**src/rtl/fpga_pll_drp_ctrl.sv**
```systemverilog
// MMCM runtime reconfiguration sequencer: reset, DRP read-modify-write per preset entry, relock.
// Define PLL_DRP_READBACK_EN to verify each written word with a DRP read-back.
module fpga_pll_drp_ctrl #(
   parameter int N_ENTRIES = 23,
   parameter int SEL_W     = 2,
   parameter int RST_HOLD  = 8,
   parameter int DRDY_TMO  = 63,
   parameter int LOCK_TMO  = 65535,
   localparam int IDX_W    = (N_ENTRIES > 1) ? $clog2(N_ENTRIES) : 1
) (
   input  logic             clk,
   input  logic             srst,
   input  logic             cfg_req,
   input  logic [SEL_W-1:0] cfg_sel,
   output logic             busy,
   output logic             done,
   output logic             err,
   output logic [SEL_W-1:0] tbl_sel,
   output logic [IDX_W-1:0] tbl_idx,
   input  logic [6:0]       tbl_addr,
   input  logic [15:0]      tbl_mask,
   input  logic [15:0]      tbl_data,
   output logic             mmcm_rst,
   input  logic             pll_lock,
   output logic             drp_den,
   output logic             drp_dwe,
   output logic [6:0]       drp_daddr,
   output logic [15:0]      drp_di,
   input  logic [15:0]      drp_do,
   input  logic             drp_drdy
);

   localparam int HOLD_W = (RST_HOLD > 1) ? $clog2(RST_HOLD) : 1;
   localparam int DRDY_W = $clog2(DRDY_TMO + 1);
   localparam int LOCK_W = $clog2(LOCK_TMO + 1);

   localparam logic [HOLD_W-1:0] HOLD_LAST = HOLD_W'(RST_HOLD - 1);
   localparam logic [DRDY_W-1:0] DRDY_MAX  = DRDY_W'(DRDY_TMO);
   localparam logic [LOCK_W-1:0] LOCK_MAX  = LOCK_W'(LOCK_TMO);
   localparam logic [IDX_W-1:0]  IDX_LAST  = IDX_W'(N_ENTRIES - 1);

   typedef enum logic [3:0] {
      S_IDLE,
      S_RST_PRE,
      S_RD,
      S_RD_WAIT,
      S_WR,
      S_WR_WAIT,
`ifdef PLL_DRP_READBACK_EN
      S_VFY,
      S_VFY_WAIT,
`endif
      S_NEXT,
      S_RST_POST,
      S_LOCK_WAIT,
      S_DONE,
      S_ERR
   } state_t;

   state_t              state_q, state_d;
   logic                lock_meta, lock_s;
   logic [HOLD_W-1:0]   hold_cnt;
   logic [DRDY_W-1:0]   drdy_cnt;
   logic [LOCK_W-1:0]   lock_cnt;
   logic                last_q;
   logic                rst_d, den_d;
   logic [15:0]         merged;

   assign merged = (drp_do & tbl_mask) | (tbl_data & ~tbl_mask);

   always_ff @(posedge clk) begin
      if (srst) begin
         lock_meta <= 1'b0;
         lock_s    <= 1'b0;
      end else begin
         lock_meta <= pll_lock;
         lock_s    <= lock_meta;
      end
   end

   // NOTE: every always_comb output gets a default first so no path leaves it unassigned (no latch).
   always_comb begin
      state_d = state_q;
      case (state_q)
         S_IDLE:      if (cfg_req) state_d = S_RST_PRE;
         S_RST_PRE:   if (hold_cnt == HOLD_LAST) state_d = S_RD;
         S_RD:        state_d = S_RD_WAIT;
         S_RD_WAIT: begin
            if (drp_drdy)                  state_d = S_WR;
            else if (drdy_cnt == DRDY_MAX) state_d = S_ERR;
         end
         S_WR:        state_d = S_WR_WAIT;
         S_WR_WAIT: begin
`ifdef PLL_DRP_READBACK_EN
            if (drp_drdy)                  state_d = S_VFY;
`else
            if (drp_drdy)                  state_d = S_NEXT;
`endif
            else if (drdy_cnt == DRDY_MAX) state_d = S_ERR;
         end
`ifdef PLL_DRP_READBACK_EN
         S_VFY:       state_d = S_VFY_WAIT;
         S_VFY_WAIT: begin
            if (drp_drdy)                  state_d = (drp_do == drp_di) ? S_NEXT : S_ERR;
            else if (drdy_cnt == DRDY_MAX) state_d = S_ERR;
         end
`endif
         S_NEXT:      state_d = last_q ? S_RST_POST : S_RD;
         S_RST_POST:  if (hold_cnt == HOLD_LAST) state_d = S_LOCK_WAIT;
         S_LOCK_WAIT: begin
            if (lock_s)                    state_d = S_DONE;
            else if (lock_cnt == LOCK_MAX) state_d = S_ERR;
         end
         S_DONE:      state_d = S_IDLE;
         S_ERR:       state_d = S_IDLE;
         default:     state_d = S_IDLE;
      endcase

      rst_d = !(state_d inside {S_IDLE, S_LOCK_WAIT, S_DONE, S_ERR});
      den_d = (state_d == S_RD) || (state_d == S_WR);
`ifdef PLL_DRP_READBACK_EN
      if (state_d == S_VFY) den_d = 1'b1;
`endif
   end

   // All counters restart on every state change and saturate at their limit.
   always_ff @(posedge clk) begin
      if (srst || (state_d != state_q)) begin
         hold_cnt <= '0;
         drdy_cnt <= '0;
         lock_cnt <= '0;
      end else begin
         if (hold_cnt != HOLD_LAST) hold_cnt <= hold_cnt + HOLD_W'(1);
         if (drdy_cnt != DRDY_MAX)  drdy_cnt <= drdy_cnt + DRDY_W'(1);
         if (lock_cnt != LOCK_MAX)  lock_cnt <= lock_cnt + LOCK_W'(1);
      end
   end

   // NOTE: sequential state uses non-blocking assignments so all flops update from pre-edge values.
   always_ff @(posedge clk) begin
      if (srst) begin
         state_q   <= S_IDLE;
         busy      <= 1'b0;
         done      <= 1'b0;
         err       <= 1'b0;
         mmcm_rst  <= 1'b0;
         drp_den   <= 1'b0;
         drp_dwe   <= 1'b0;
         drp_daddr <= '0;
         drp_di    <= '0;
         tbl_sel   <= '0;
         tbl_idx   <= '0;
         last_q    <= 1'b0;
      end else begin
         state_q  <= state_d;
         busy     <= (state_d != S_IDLE);
         done     <= (state_d == S_DONE);
         mmcm_rst <= rst_d;
         drp_den  <= den_d;
         drp_dwe  <= (state_d == S_WR);

         if (state_q == S_IDLE && cfg_req) begin
            tbl_sel <= cfg_sel;
            tbl_idx <= '0;
            last_q  <= 1'b0;
            err     <= 1'b0;
         end else if (state_d == S_ERR) begin
            err <= 1'b1;
         end

         if (state_d == S_RD) drp_daddr <= tbl_addr;
         if (state_q == S_RD_WAIT && drp_drdy) drp_di <= merged;

         // The index advances on entry to NEXT so the table address has settled before RD latches it.
         if (state_d == S_NEXT) begin
            if (tbl_idx == IDX_LAST) last_q <= 1'b1;
            else                     tbl_idx <= tbl_idx + IDX_W'(1);
         end
      end
   end

endmodule

```
**config.mk**
```make
export PLATFORM = sky130hd
export DESIGN_NAME = fpga_pll_drp_ctrl
export DESIGN_NICKNAME = d
export VERILOG_FILES = /design/src/rtl/fpga_pll_drp_ctrl.sv
export SDC_FILE = /design/constraint.sdc
export NUM_CORES = 1
export LEC_CHECK = 0
export ABC_AREA = 1
export CAP_MARGIN = 15
export CORE_UTILIZATION = 40
export CTS_BUF_LIST = sky130_fd_sc_hd__clkbuf_2
export DETAILED_ROUTE_END_ITERATION = 8
export GPL_TIMING_DRIVEN = 0
export PLACE_DENSITY_LB_ADDON = 0.12
export SLEW_MARGIN = 10
export SYNTH_ARGS = -nofsm -noshare
export SYNTH_HDL_FRONTEND = slang
export SYNTH_SLANG_ARGS = --single-unit
export TNS_END_PERCENT = 50
```
**constraint.sdc**
```tcl
create_clock -name clk -period 1.9 [get_ports clk]
set_input_delay 0.285 -clock clk [delete_from_list [all_inputs] [get_ports clk]]
set_output_delay 0.285 -clock clk [all_outputs]
set_load 0.02 [all_outputs]
```
==> flow_summary.ini, run 1 <==
[run_status]
outcome = finished, violations left
violations = negative setup slack

[die]
row_count = 33
dieArea_um2 = 8780
start_util = 0.412
fp.dieW_um = 93.7
die_y_um = 93.7
num_io_pins = 98
core_area_um2 = 8180

[synth]
netlist_instances = 448
syn_avg_cell_area_um2 = 7.51
ys.flop_type = dfxtp_1
syn_area_um2 = 3360
synthTopCellsByArea = dfxtp_1, nand2_1, nor2_1, mux2i_1, inv_1
synth-seq-area-share = 0.405
synth.top_cell.area_share = 0.405
syn_nets = 516
synth_edf_count = 0
ys_seq_elements = 68
ys_warn_count = 0
synth.distinct_cells = 30
async_reset_ff_frac = 0
synth_top_area_cell = dfxtp_1

[drt]
dr_total_vias = 3268
wl_per_cell_um = 12.2
drc = 0
wirelength_mm = 8.33
ant_nets = 0
drt-pass1-iter-count = 4
drtIter0Drc = 109
via_per_inst = 4.79

[cts]
cts_sinks = 68
cts_tree = done
cts_buffers = 9
cts_hold_buf = 0
cts_max_path_buffers = 2
cts.clk_slew.worst_paths_ns = 0.19
clock_insertion_delay_worst_skew_ns = 0.49
htree_num_levels = 3
clock-root-buffer = clkbuf_2

[critical_path]
crit_type = reg2reg
required_ns = 2.33
arrival_ns = 2.39
crit_path_max_fanout = 5
endpoint_kind = register
startpoint_type = register

[timing]
final-hold-violation-count = 0
post-route-min-period_ns = 1.96
whs_ns = 0.305
period_share = 1.03
rsz0062_at_grt = true
fin_skew_ns = 0.0302
drv_slew = 0
setup-violations-final = 24
tightest_slew_ns = 0.447
post-route-worst-setup-slack_ns = -0.0644
fmax_ghz = 0.509
max_slew_margin = 0.702

[power_and_ir_drop]
total_power_mw = 2.64
pwr-share-seq = 0.558
p_clk_frac = 0.277
ir_worst_vdd_mv = 0.269
power.density_nw_per_um2 = 527
p_leak_nw = 2.08
p_sw_mw = 0.752
p_comb_frac = 0.165
switching_share = 0.285
p_int_mw = 1.88

[layout]
area_growth_pct = 48.6
fin_nets = 640
drive_above_1_share = 0.208
finalInstanceArea_um2 = 5000
diodes = 0

[global_routing]
grt_max_degree = 14
grt_pass1_wl_mm = 14.1
first_global_vias = 3240
antenna_found_initial = 0
grt-ovfl-total = 0
grt_use_total = 0.204

[placement]
portBuffers = 97
place_area_um2 = 4470
gp_congestion = 0.859
place_hpwl_mm = 5.97

[hold_path]
worstHoldPathType = in2reg

[run]
cap_viol_max_count = 0
## state kept, by name, indices dropped and copies added (netlist names), 2 cells and up
register,flops
drp_daddr,7
drdy_cnt,6
hold_cnt,3
lock_cnt,16
tbl_idx,5
drp_di,16
tbl_sel,2
state_q,4
## path summary, 6_finish.rpt
check	from	end	slack, ns	depth (start not counted)
max	hold_cnt[0]$_SDFFE_PP0N_	lock_cnt[12]$_SDFFE_PP0N_	-0.06	12
min reg2reg	lock_meta$_SDFF_PP0_	lock_s$_SDFF_PP0_	0.42	2
max reg2reg	hold_cnt[0]$_SDFFE_PP0N_	lock_cnt[12]$_SDFFE_PP0N_	-0.06	12
min	pll_lock	lock_meta$_SDFF_PP0_	0.31	3
## repair_timing
action,CTS,global route
setup endpoints to repair,55,51
buffers inserted,8,7
cloned,2,0
resized for setup,37,51
endpoints found under the hold margin,0,0
pin swaps,10,17
## metrics by stage
step                      setup TNS, ns  setup slack (ns)  std cells  utilization
after floorplan                       0            0.0240        448            -
after global placement            -9.53            -0.260        650        0.547
after detailed placement         -10.60            -0.269        650        0.547
after CTS                         -2.46            -0.117        676        0.587
after global routing              -4.29            -0.167        682        0.612
final                             -1.10           -0.0644        682        0.612
## logic make-up after synthesis
family / count (synthesis) / synth area share
simple gates: 218 / 0.303
flops: 68 / 0.405
buf+inv: 60 / 0.0744
compound gates: 58 / 0.0900
xor+xnor: 19 / 0.0495
mux: 19 / 0.0565
fa+ha+maj: 6 / 0.0223
## worst max-delay path, cell delays in order (launching register included)
cell and delay [ns]:
dfxtp_2 0.38, ha_4 0.16, ha_4 0.18, inv_4 0.07, nand3_4 0.09, buf_4 0.17
nand3_2 0.09, inv_1 0.06, a21oi_1 0.21, nand3_4 0.14, buf_12 0.16, buf_12 0.14
nor2_2 0.06
## area by class of cell
cell class                 instances  area (um^2)
inverter                          47          180
fill                             751         3170
sequential                        68         1380
timing repair buffer             114         1170
clock inverter                     7         52.6
multi-input combinational        320         1950
buffer                            12         95.1
clock buffer                       9         45.0
tap                              105          131
## synth_stat cells (4+ instances only)
master and n:
a21oi_1 26, clkbuf_1 7, dfxtp_1 68, ha_1 6, inv_1 41, inv_2 5
mux2i_1 19, nand2_1 77, nand2_2 4, nand3_1 21, nand4_1 9, nor2_1 69
nor2_2 24, o21ai_0 27, xnor2_1 10, xor2_1 9
## layer usage
layer | vias up | share of wire | GRT usage
met3 | 7 | 0.084 | 0.0752
met2 | 87 | 0.49 | 0.352
li1 | 1699 | - | -
met5 | - | 0 | 0
met4 | 0 | 0.012 | 0.0769
met1 | 1475 | 0.41 | 0.227
## power by group through the flow
stage / clock network, mW / logic, mW / registers, mW
after global routing: 0.837 / 0.475 / 1.48
after detailed placement: 0 / 0.329 / 1.50
after floorplan: 0 / 0.142 / 1.50
after CTS: 0.770 / 0.400 / 1.47
after global placement: 0 / 0.326 / 1.50
final: 0.730 / 0.436 / 1.47
## cell usage in the layout, fill, tap and decap left out, types with 2 or more instances in the layout
master           Yosys  layout
o21ai_0             27      26
dfxtp_4              0       3
a21oi_1             26      26
nand3_2              3       5
o31ai_1              2       2
xnor2_1             10      10
nor4_1               3       3
nor2_4               3      22
dfxtp_1             68      59
nor3_1               2       2
buf_12               0       3
inv_2                5       7
clkbuf_2             0      11
nand2_2              4      12
buf_6                3       4
ha_4                 0       2
nand3_1             21      18
dfxtp_2              0       6
ha_1                 6       2
clkbuf_1             7       5
nand4_1              9       9
buf_4                0      12
nand3_4              2       3
xor2_1               9       9
dlymetal6s2s_1       0       3
inv_1               41      38
nand2_1             77      69
nor2_2              24      17
nor2_1              69      57
clkinv_2             0       3
ha_2                 0       2
dlygate4sd2_1        0       4
clkinv_4             0       3
clkdlybuf4s50_1      0      90
mux2i_1             19      19
Note: power is estimated with default switching activity, not from simulation.
==> run 2: changes to the inputs <==
--- a/config.mk
+++ b/config.mk
@@ -9,6 +9,7 @@
 export CAP_MARGIN = 15
 export CORE_UTILIZATION = 40
 export CTS_BUF_LIST = sky130_fd_sc_hd__clkbuf_2
+export CTS_CLUSTER_SIZE = 40
 export DETAILED_ROUTE_END_ITERATION = 8
 export GPL_TIMING_DRIVEN = 0
 export PLACE_DENSITY_LB_ADDON = 0.12
==> results of run 2 <==
No change in the layout: final DEF, timing and power equal those of run 1.
